<file path="config.mk">
export PLATFORM = sky130hd
export DESIGN_NAME = iomem_gpio
export DESIGN_NICKNAME = d
export VERILOG_FILES = /design/src/rtl/iomem_gpio.sv
export SDC_FILE = /design/constraint.sdc
export NUM_CORES = 1
export LEC_CHECK = 0
export BUFFER_PORTS_ARGS = -buffer_cell sky130_fd_sc_hd__buf_2
export CAP_MARGIN = 20
export CORE_ASPECT_RATIO = 0.8
export CORE_MARGIN = 2
export CORE_UTILIZATION = 38
export DETAILED_ROUTE_END_ITERATION = 10
export GPL_ROUTABILITY_DRIVEN = 0
export GPL_TIMING_DRIVEN = 1
export MAX_ROUTING_LAYER = met4
export RECOVER_POWER = 50
export SLEW_MARGIN = 20
export SYNTH_ARGS = -nofsm -noshare
export SYNTH_HDL_FRONTEND = slang
export SYNTH_SLANG_ARGS = --single-unit
</file>
<file path="constraint.sdc">
create_clock -name clk -period 7.1 [get_ports clk]
set_input_delay 1.42 -clock clk [delete_from_list [all_inputs] [get_ports clk]]
set_output_delay 1.42 -clock clk [all_outputs]
set_load 0.05 [all_outputs]
</file>
<file path="src/rtl/iomem_gpio.sv">
// Memory-mapped GPIO block for a PicoRV32-style iomem bus.
// Provides pad output/enable registers, synchronised inputs and edge-triggered interrupts.
module iomem_gpio #(
    parameter int unsigned WIDTH       = 8,
    parameter logic [7:0]  BASE        = 8'h03,
    parameter int unsigned SYNC_STAGES = 2
) (
    input  logic             clk,
    input  logic             reset,
    input  logic             iomem_valid,
    output logic             iomem_ready,
    input  logic [3:0]       iomem_wstrb,
    input  logic [31:0]      iomem_addr,
    input  logic [31:0]      iomem_wdata,
    output logic [31:0]      iomem_rdata,
    input  logic [WIDTH-1:0] gpio_in,
    output logic [WIDTH-1:0] gpio_out,
    output logic [WIDTH-1:0] gpio_oe,
    output logic             irq
);

    localparam logic [5:0] OFF_OUT  = 6'd0;
    localparam logic [5:0] OFF_OE   = 6'd1;
    localparam logic [5:0] OFF_IN   = 6'd2;
    localparam logic [5:0] OFF_EN   = 6'd3;
    localparam logic [5:0] OFF_RISE = 6'd4;
    localparam logic [5:0] OFF_FALL = 6'd5;
    localparam logic [5:0] OFF_STAT = 6'd6;

    logic                             r_ready;
    logic [31:0]                      r_rdata;
    logic [WIDTH-1:0]                 r_out;
    logic [WIDTH-1:0]                 r_oe;
    logic [WIDTH-1:0]                 r_en;
    logic [WIDTH-1:0]                 r_rise;
    logic [WIDTH-1:0]                 r_fall;
    logic [WIDTH-1:0]                 r_stat;
    logic [SYNC_STAGES-1:0][WIDTH-1:0] r_sync;
    logic [WIDTH-1:0]                 r_prev;
    logic                             r_irq;

    logic             w_sel;
    logic             w_wr;
    logic [5:0]       w_off;
    logic [31:0]      w_bmask;
    logic [WIDTH-1:0] w_wmask;
    logic [WIDTH-1:0] w_wbits;
    logic [WIDTH-1:0] w_in;
    logic [WIDTH-1:0] w_set;
    logic [WIDTH-1:0] w_clr;
    logic [31:0]      w_rdata;
    logic             w_unused_addr;

    // Byte-strobed merge of write data into a WIDTH-bit register
    function automatic logic [WIDTH-1:0] f_merge(
        input logic [WIDTH-1:0] old,
        input logic [WIDTH-1:0] mask,
        input logic [WIDTH-1:0] bits
    );
        return (old & ~mask) | bits;
    endfunction

    assign w_sel   = iomem_valid && !r_ready && (iomem_addr[31:24] == BASE);
    assign w_wr    = w_sel && (iomem_wstrb != 4'b0000);
    assign w_off   = iomem_addr[7:2];
    assign w_bmask = {{8{iomem_wstrb[3]}}, {8{iomem_wstrb[2]}},
                      {8{iomem_wstrb[1]}}, {8{iomem_wstrb[0]}}};
    assign w_wmask = WIDTH'(w_bmask);
    assign w_wbits = WIDTH'(iomem_wdata & w_bmask);
    assign w_in    = r_sync[SYNC_STAGES-1];

    assign w_unused_addr = ^{iomem_addr[23:8], iomem_addr[1:0]};

    // Edge events are qualified by the per-bit rise/fall selects, independent of IRQ_EN
    assign w_set = (w_in & ~r_prev & r_rise) | (~w_in & r_prev & r_fall);
    assign w_clr = (w_wr && (w_off == OFF_STAT)) ? w_wbits : '0;

    // Read mux returns pre-write register contents
    always_comb begin
        w_rdata = 32'd0;
        case (w_off)
            OFF_OUT:  w_rdata = 32'(r_out);
            OFF_OE:   w_rdata = 32'(r_oe);
            OFF_IN:   w_rdata = 32'(w_in);
            OFF_EN:   w_rdata = 32'(r_en);
            OFF_RISE: w_rdata = 32'(r_rise);
            OFF_FALL: w_rdata = 32'(r_fall);
            OFF_STAT: w_rdata = 32'(r_stat);
            default:  w_rdata = 32'd0;
        endcase
    end

    always_ff @(posedge clk or posedge reset) begin
        if (reset) begin
            r_ready <= 1'b0;
            r_rdata <= 32'd0;
            r_out   <= '0;
            r_oe    <= '0;
            r_en    <= '0;
            r_rise  <= '0;
            r_fall  <= '0;
            r_stat  <= '0;
            r_sync  <= '0;
            r_prev  <= '0;
            r_irq   <= 1'b0;
        end else begin
            r_ready <= w_sel;
            if (w_sel) begin
                r_rdata <= w_rdata;
            end
            if (w_wr) begin
                case (w_off)
                    OFF_OUT:  r_out  <= f_merge(r_out,  w_wmask, w_wbits);
                    OFF_OE:   r_oe   <= f_merge(r_oe,   w_wmask, w_wbits);
                    OFF_EN:   r_en   <= f_merge(r_en,   w_wmask, w_wbits);
                    OFF_RISE: r_rise <= f_merge(r_rise, w_wmask, w_wbits);
                    OFF_FALL: r_fall <= f_merge(r_fall, w_wmask, w_wbits);
                    default:  ;
                endcase
            end
            // New edges override a same-cycle write-1-to-clear
            r_stat <= (r_stat & ~w_clr) | w_set;
            r_sync <= {r_sync[SYNC_STAGES-2:0], gpio_in};
            r_prev <= w_in;
            r_irq  <= |(r_stat & r_en);
        end
    end

    assign iomem_ready = r_ready;
    assign iomem_rdata = r_rdata;
    assign gpio_out    = r_out;
    assign gpio_oe     = r_oe;
    assign irq         = r_irq;

endmodule
</file>
# After elaboration in Yosys (flattened, before gate mapping)
# Index checks and enable logic that the tools add are counted.
[totals]
register_bits = 106
inputBits = 79
output_inout_bits = 50
wordCells = 57
[classes]
eq_ne = 7
muxes = 2
n_bitwise = 23
reduce_logical = 13
[op_table]
columns = ["cell", "count"]
rows = [
  ["AND 8 bit", 12],
  ["bitwise OR 8 bit", 7],
  ["case mux 8 bit (7 select lines)", 1],
  ["inverter 8 bit", 4],
  ["== test 6 x 3 -> 1 bit, second input constant", 3],
  ["== test 6 x 2 -> 1 bit, second input constant", 2],
  ["AND reduction 2 bit", 5],
  ["== test 8 x 2 -> 1 bit, second input constant", 1],
  ["two-way mux 8 bit", 1],
  ["OR reduction 8 bit", 1],
  ["== test 6 x 1 -> 1 bit, second input constant", 1],
  ["zero test 6 bit", 1],
  ["logical AND 1 bit", 4],
  ["nonzero test 4 bit", 1],
  ["zero test 1 bit", 1],
]

# Logic depth before layout (Yosys ltp)
# Gate-level depths: netlist of the first run.
[logic_depth]
depth_word = 9
mapped_depth = 6
depth_no_buf = 4

# Least setup slack after synthesis of the first run
# OpenSTA, ideal clock, no wires.
[synth_path]
path_type = "input-to-reg"
from = "input port iomem_addr[29]"
to = "register (tool-made name)"
setup_ps = 125
arrival_ps = 2846
t_required_ps = 6975
setup_slack_ps = 4129
path_stages = 5
n_path_buf = 1
path_cell_list = "nor4_2 > nand4_1 > or4_1 > buf_4 > mux2_4"
[synth_rtl]
columns = ["item", "line_no", "source"]
rows = [
  ["from (decl)", "13", "input logic [31:0] iomem_addr,"],
]

==> impl_metrics.ini, run 1 <==
[outcome]
status = finished clean

[yosys]
synthTopCellsByCount = 82 x dfrtp_1, 34 x mux2_2, 26 x nand2_1
synth_flop_cell = dfrtp_1
syn_inst = 288
ys_types = 37
yosysWarnings = 0
synth_edf_count = 0
syn_avg_cell_area_um2 = 12.92
synth_area_um2 = 3721
synth_seq_cells = 82
synth_seq_area_share = 0.5514
ys_async_sr_fraction = 1.000
synth_area_leaders = dfrtp_1 55%, mux2_2 10%, buf_4 5.0%
netlist.area_leader.share = 0.5514
yosysMostFrequentCell = dfrtp_1
synth_top_area_cell = dfrtp_1

[power]
seq_power_share = 0.437
intPower_mw = 0.8468
p_sw_mw = 0.2484
combPwrFrac = 0.071
p_sw_frac = 0.2268
p_leak_nw = 2.139
clockPowerShare = 0.492
ir_drop_uv = 114.3
p_per_area_nw_per_um2 = 249.5

[clock_network]
clkSinkCount = 82
cts_root_buf = clkbuf_16
clk-insertion-delay-late_ps = 330
post-cts-setup-buffer-count = 0
ctsHoldBuffers = 0
cts_buffer_depth = 2
postCtsResizedCells = 0
htree_num_levels = 3
cts_tree = built
path_clk_slew_ps = 60
cts_buffers = 9

[routing]
post-route-drc-count = 0
wl_met3_um = 477
wl_met1_um = 4105
vias_per_cell = 5.180
wl_um = 8219
drtAntennaViolNets = 0
drtIter0Drc = 205
vias = 2440
dr.pass1.iters = 4
avgRoutedWirePerCell_um = 17.45
top_layer = met4
route.met2.wl_um = 3539

[worst_setup_path]
cp.arrival_ps = 4450
cp-start-kind = input pin
path_class = input pin to register
worstPathRequired_ps = 7310
critPathMaxFanout = 13
crit_path_end_kind = register
ff2ff_path_depth = 5

[timing]
finalClockSkew_ps = 2.349
tns_ps = 0
fmax_mhz = 236.1
period_share = 0.5966
slew_headroom = 0.2454
rsz0062_at_grt = false
tightest_slew_ps = 1117
hold_viol_final = 0
min_period_ps = 4236
setup_viol = 0
timing.hold.ws_ps = 346.2
finalMaxSlewViolations = 0

[run]
cap_violations = 0

[global_routing]
antenna_found_initial = 0
track_usage = 0.1701
grt_pass1_vias = 2406
grt_max_degree = 83
grt-ovfl-total = 0
grt_pass1_wl_um = 13170

[place]
dp_hpwl_um = 5493
dpl_cell_area_um2 = 4034
numPortBuffers = 59

[die]
fp.dieH_um = 92.51
io_pins = 129
core_um2 = 9569
die_x_um = 114.6
initial_core_util = 0.3889
fp-row-count = 32
die-area_um2 = 10600

[finish]
drive_gt1_frac = 0.3665
antenna_cells = 0
syn_to_final_growth_pct = 17.96
stdcell_area_um2 = 4389
fillCellCount = 885
nets = 426

[min_path]
whs_path_depth = 0
hold_path.class = register to register
==> cell type report <==
class,count,area (µm²),area share
sequential,82,2052,0.4675
multi-input combinational,190,1510,0.3441
timing repair buffer,61,314.1,0.07155
clock buffer,10,239.0,0.05445
tap,119,148.9,0.03392
clock inverter,6,112.6,0.02566
inverter,3,12.51,0.002851
==> stage by stage <==
stage | power (mW) | utilization | worst slack (ps) | instances
3_5_place_dp | 0.5650 | 0.4215 | 2580 | 455
2_1_floorplan | 0.5530 | - | 3572 | 311
4_1_cts | 1.110 | 0.4583 | 2911 | 471
3_3_place_gp | 0.5644 | 0.4215 | 2590 | 455
5_1_grt | 1.136 | 0.4587 | 2623 | 471
6_report | 1.095 | 0.4587 | 2864 | 471
==> per-layer routing <==
layer | vias up | GRT usage
li1 | 1130 | -
met1 | 1215 | 0.2531
met2 | 86 | 0.2288
met3 | 9 | 0.04516
met4 | 0 | 0.04573
met5 | - | -
==> power groups by stage <==
stage          sequential [mW]  combinational [mW]  clock (mW)
6_report                 0.479              0.0774       0.539
5_1_grt                  0.479              0.0842       0.572
4_1_cts                  0.479              0.0778       0.553
3_5_place_dp             0.487              0.0777           0
3_3_place_gp             0.487              0.0771           0
2_1_floorplan            0.487              0.0660           0
==> critical path: stages <==
cell      delay (ps)
buf_2            100
nor3_2           380
nand4_1          710
nor4bb_1        1170
buf_4            310
mux2_2           340
==> logic make-up after synthesis <==
kind of cell	synth area share
other cells	0.001008
flops	0.5514
mux	0.1809
buf+inv	0.06590
compound gates	0.09147
simple gates	0.1093
==> path summary, 6_finish.rpt <==
path                               startpoint  slack, ps   endpoint
worst min-delay path                r_sync[5]        350    w_in[5]
max in group asynchronous               reset       5280  async pin
min in group asynchronous               reset       1300  r_sync[4]
worst max-delay path            iomem_addr[7]       2860   register
worst min register to register      r_sync[5]        350    w_in[5]
worst max register to register    iomem_ready       3870   register
==> cells in the final DEF (no fill, tap or decap), drive strengths merged, types with 5 or more instances in the layout <==
cell / instances
buf: 61
o21ai: 16
o211ai: 8
a22oi: 5
dfrtp: 82
clkbuf: 10
mux2: 42
nand3b: 8
nand2: 26
nor4bb: 7
mux2i: 8
conb: 24
Note: power is estimated with default switching activity, not from simulation.
==> run 2, diff against run 1 <==
Settings changed: ABC_AREA set to 1.
Clock period 7.1 ns to 4.3 ns, I/O delays scaled along.
==> run 2 against run 1 <==
The flow now finishes with violations (capacitance limit, slew limit). First-iteration DRC count up 8.8%. Flip-flop and latch count did not move. Non-clock buffer count is 1 higher. Die area rose by 7.4%. Sequential share of layout area down 1.9 points. Hold slack gained 0.71 ps. Critical path depth fell by 3. Register-to-register slack worse by 1500 ps. Count of clock-buffer cells in the layout increased by 1. Clock skew up 3.9 ps. Critical path type is now input pin to async pin. Largest cell class unchanged.
==> impl_metrics.ini, run 2 <==
[global_routing]
grt_pass1_wl_um = 15950
grt_max_degree = 47
grt_pass1_vias = 3261
antenna_found_initial = 0
track_usage = 0.1885
grt-ovfl-total = 0

[worst_setup_path]
r2r_slack_ps = 2400
r2r_start = iomem_ready
startpoint = reset
slowest_delay_ps = 1140
worstPathRequired_ps = 4630
crit_path_end_kind = async pin
cp-start-kind = input pin
ff2ff_path_depth = 6
cpMaxStageDelayCell = clkinvlp_2
cp.arrival_ps = 3060
path_class = input pin to async pin
critPathMaxFanout = 46
crit_chain = buf_2, clkinvlp_2, clkbuf_2

[yosys]
ys_async_sr_fraction = 1.000
synth-adder-area-share = 0
synthTopCellsByCount = 131 x nand2_1, 82 x dfrtp_1, 67 x inv_1
synth.area.mux_share = 0
synth_seq_cells = 82
synth_area_um2 = 4006
synth_top_family_by_area = simple AND/OR/NAND/NOR gates
synth_seq_area_share = 0.5122
synth_area_leaders = dfrtp_1 51%, nand2_1 12%, inv_1 6.3%
ys_types = 24
synth_xor_area_frac = 0
synth_top_area_cell = dfrtp_1
synth_edf_count = 0
yosysMostFrequentCell = nand2_1
yosysWarnings = 0
netlist.area_leader.share = 0.5122
synth_simple_gate_area_frac = 0.2839
syn_avg_cell_area_um2 = 8.061
syn_inst = 497
synth_compound_area_frac = 0.06590
synth_flop_cell = dfrtp_1

[die]
fp-row-count = 33
initial_core_util = 0.3913
fp.dieH_um = 95.84
die-area_um2 = 11390
core_um2 = 10240
io_pins = 129
die_x_um = 118.8

[outcome]
violations = capacitance limit, slew limit
status = finished, violations left

[power]
seq_power_share = 0.464
intPower_mw = 1.285
p_per_area_nw_per_um2 = 372.4
combPwrFrac = 0.079
p_leak_nw = 2.356
p_total_mw = 1.705
ir_drop_uv = 166.5
p_sw_frac = 0.2467
p_sw_mw = 0.4207
clockPowerShare = 0.457

[clock_network]
post-cts-setup-buffer-count = 0
ctsHoldBuffers = 0
cts_tree = built
cts_buffer_depth = 2
clk-insertion-delay-late_ps = 340
postCtsResizedCells = 0
clkSinkCount = 82
cts_buffers = 9
htree_num_levels = 3
cts_root_buf = clkbuf_16
path_clk_slew_ps = 60

[timing]
tns_ps = 0
min_period_ps = 2730
setup_viol = 0
tightest_slew_ps = 2002
hold_viol_final = 0
timing.hold.ws_ps = 346.9
period_share = 0.6349
rsz0062_at_grt = false
finalMaxSlewViolations = 47
fmax_mhz = 366.3
finalClockSkew_ps = 6.238
slew_headroom = -0.3417
setup_slack_ps = 1570

[routing]
vias_per_cell = 4.741
avgRoutedWirePerCell_um = 13.87
vias = 3309
drtIter0Drc = 223
dr.pass1.iters = 4
wl_um = 9681
drtAntennaViolNets = 0
post-route-drc-count = 0

[finish]
drive_gt1_frac = 0.1434
nets = 632
syn_to_final_growth_pct = 14.30
final_common_cell = nand2_1
layout_common_cells = 131 x nand2_1, 82 x dfrtp_1, 66 x inv_1
antenna_cells = 0
stdcell_area_um2 = 4579

[place]
dpl_cell_area_um2 = 4299
numPortBuffers = 59
dp_hpwl_um = 6893
dpl_worst_slack_ps = 1738

[run]
cap_violations = 1

[min_path]
hold_path.class = register to register
## run 2: changes by cell type after synthesis, moves of 7 or more
cell / delta
nand4_1: +32
mux2i_1: -8
o211ai_1: -8
nand2_1: +105
inv_1: +64
o21ai_1: +26
a21oi_1: +8
nor4bb_1: -7
mux2_2: -34
mux2_4: -8
nor2_1: +46
nand3b_1: -8
nand3_1: +21
## run 2: worst min path at each step
stage / cells after the start / endpoint / startpoint / slack, ps
after global routing: 0 / w_in[7] / r_sync[7] / 360
final: 0 / w_in[6] / r_sync[6] / 350
after CTS: 0 / w_in[6] / r_sync[6] / 350
after detailed placement: 0 / w_in[6] / r_sync[6] / 340
after floorplan: 0 / w_in[0] / r_sync[0] / 330
after global placement: 0 / w_in[0] / r_sync[0] / 330
## run 2: cell type report
| class | count | area, µm² |
|---|---|---|
| fillers | 1061 | 5660 |
| flip-flops and latches | 82 | 2052 |
| multi-input cells | 329 | 1494 |
| repair buffers | 62 | 292.8 |
| inverters | 69 | 260.3 |
| clock buffers | 11 | 252.7 |
| well taps | 140 | 175.2 |
| clock inverters | 5 | 52.55 |
## run 2: layer usage
metal | routed length (µm) | GRT usage | vias up
met5 | 0 | - | -
met4 | 152 | 0.06151 | 0
met3 | 512 | 0.04799 | 15
met2 | 4625 | 0.3060 | 89
met1 | 4390 | 0.2337 | 1560
li1 | - | - | 1645
## run 2: power by group through the flow
stage / combinational, mW / clock (mW) / sequential (mW)
3_3_place_gp: 0.135 / 0 / 0.806
6_report: 0.135 / 0.779 / 0.792
5_1_grt: 0.148 / 0.827 / 0.793
4_1_cts: 0.137 / 0.797 / 0.792
2_1_floorplan: 0.110 / 0 / 0.807
3_5_place_dp: 0.136 / 0 / 0.806
## run 2: critical path, delay by kind of cell
| family | cells | cell delay, ps |
|---|---|---|
| buffers and inverters | 3 | 2160 |
## run 2: kinds of logic after synthesis
family                 after synthesis
AND/OR/NAND/NOR                    254
other                                1
flip-flops                          82
buffers and inverters              109
AO/OA/AOI/OAI                       51
## run 2: metrics by stage
stage / std cells / util
3_3_place_gp: 682 / 0.4198
3_5_place_dp: 682 / 0.4198
6_report: 698 / 0.4472
2_1_floorplan: 520 / -
5_1_grt: 698 / 0.4472
4_1_cts: 698 / 0.4497
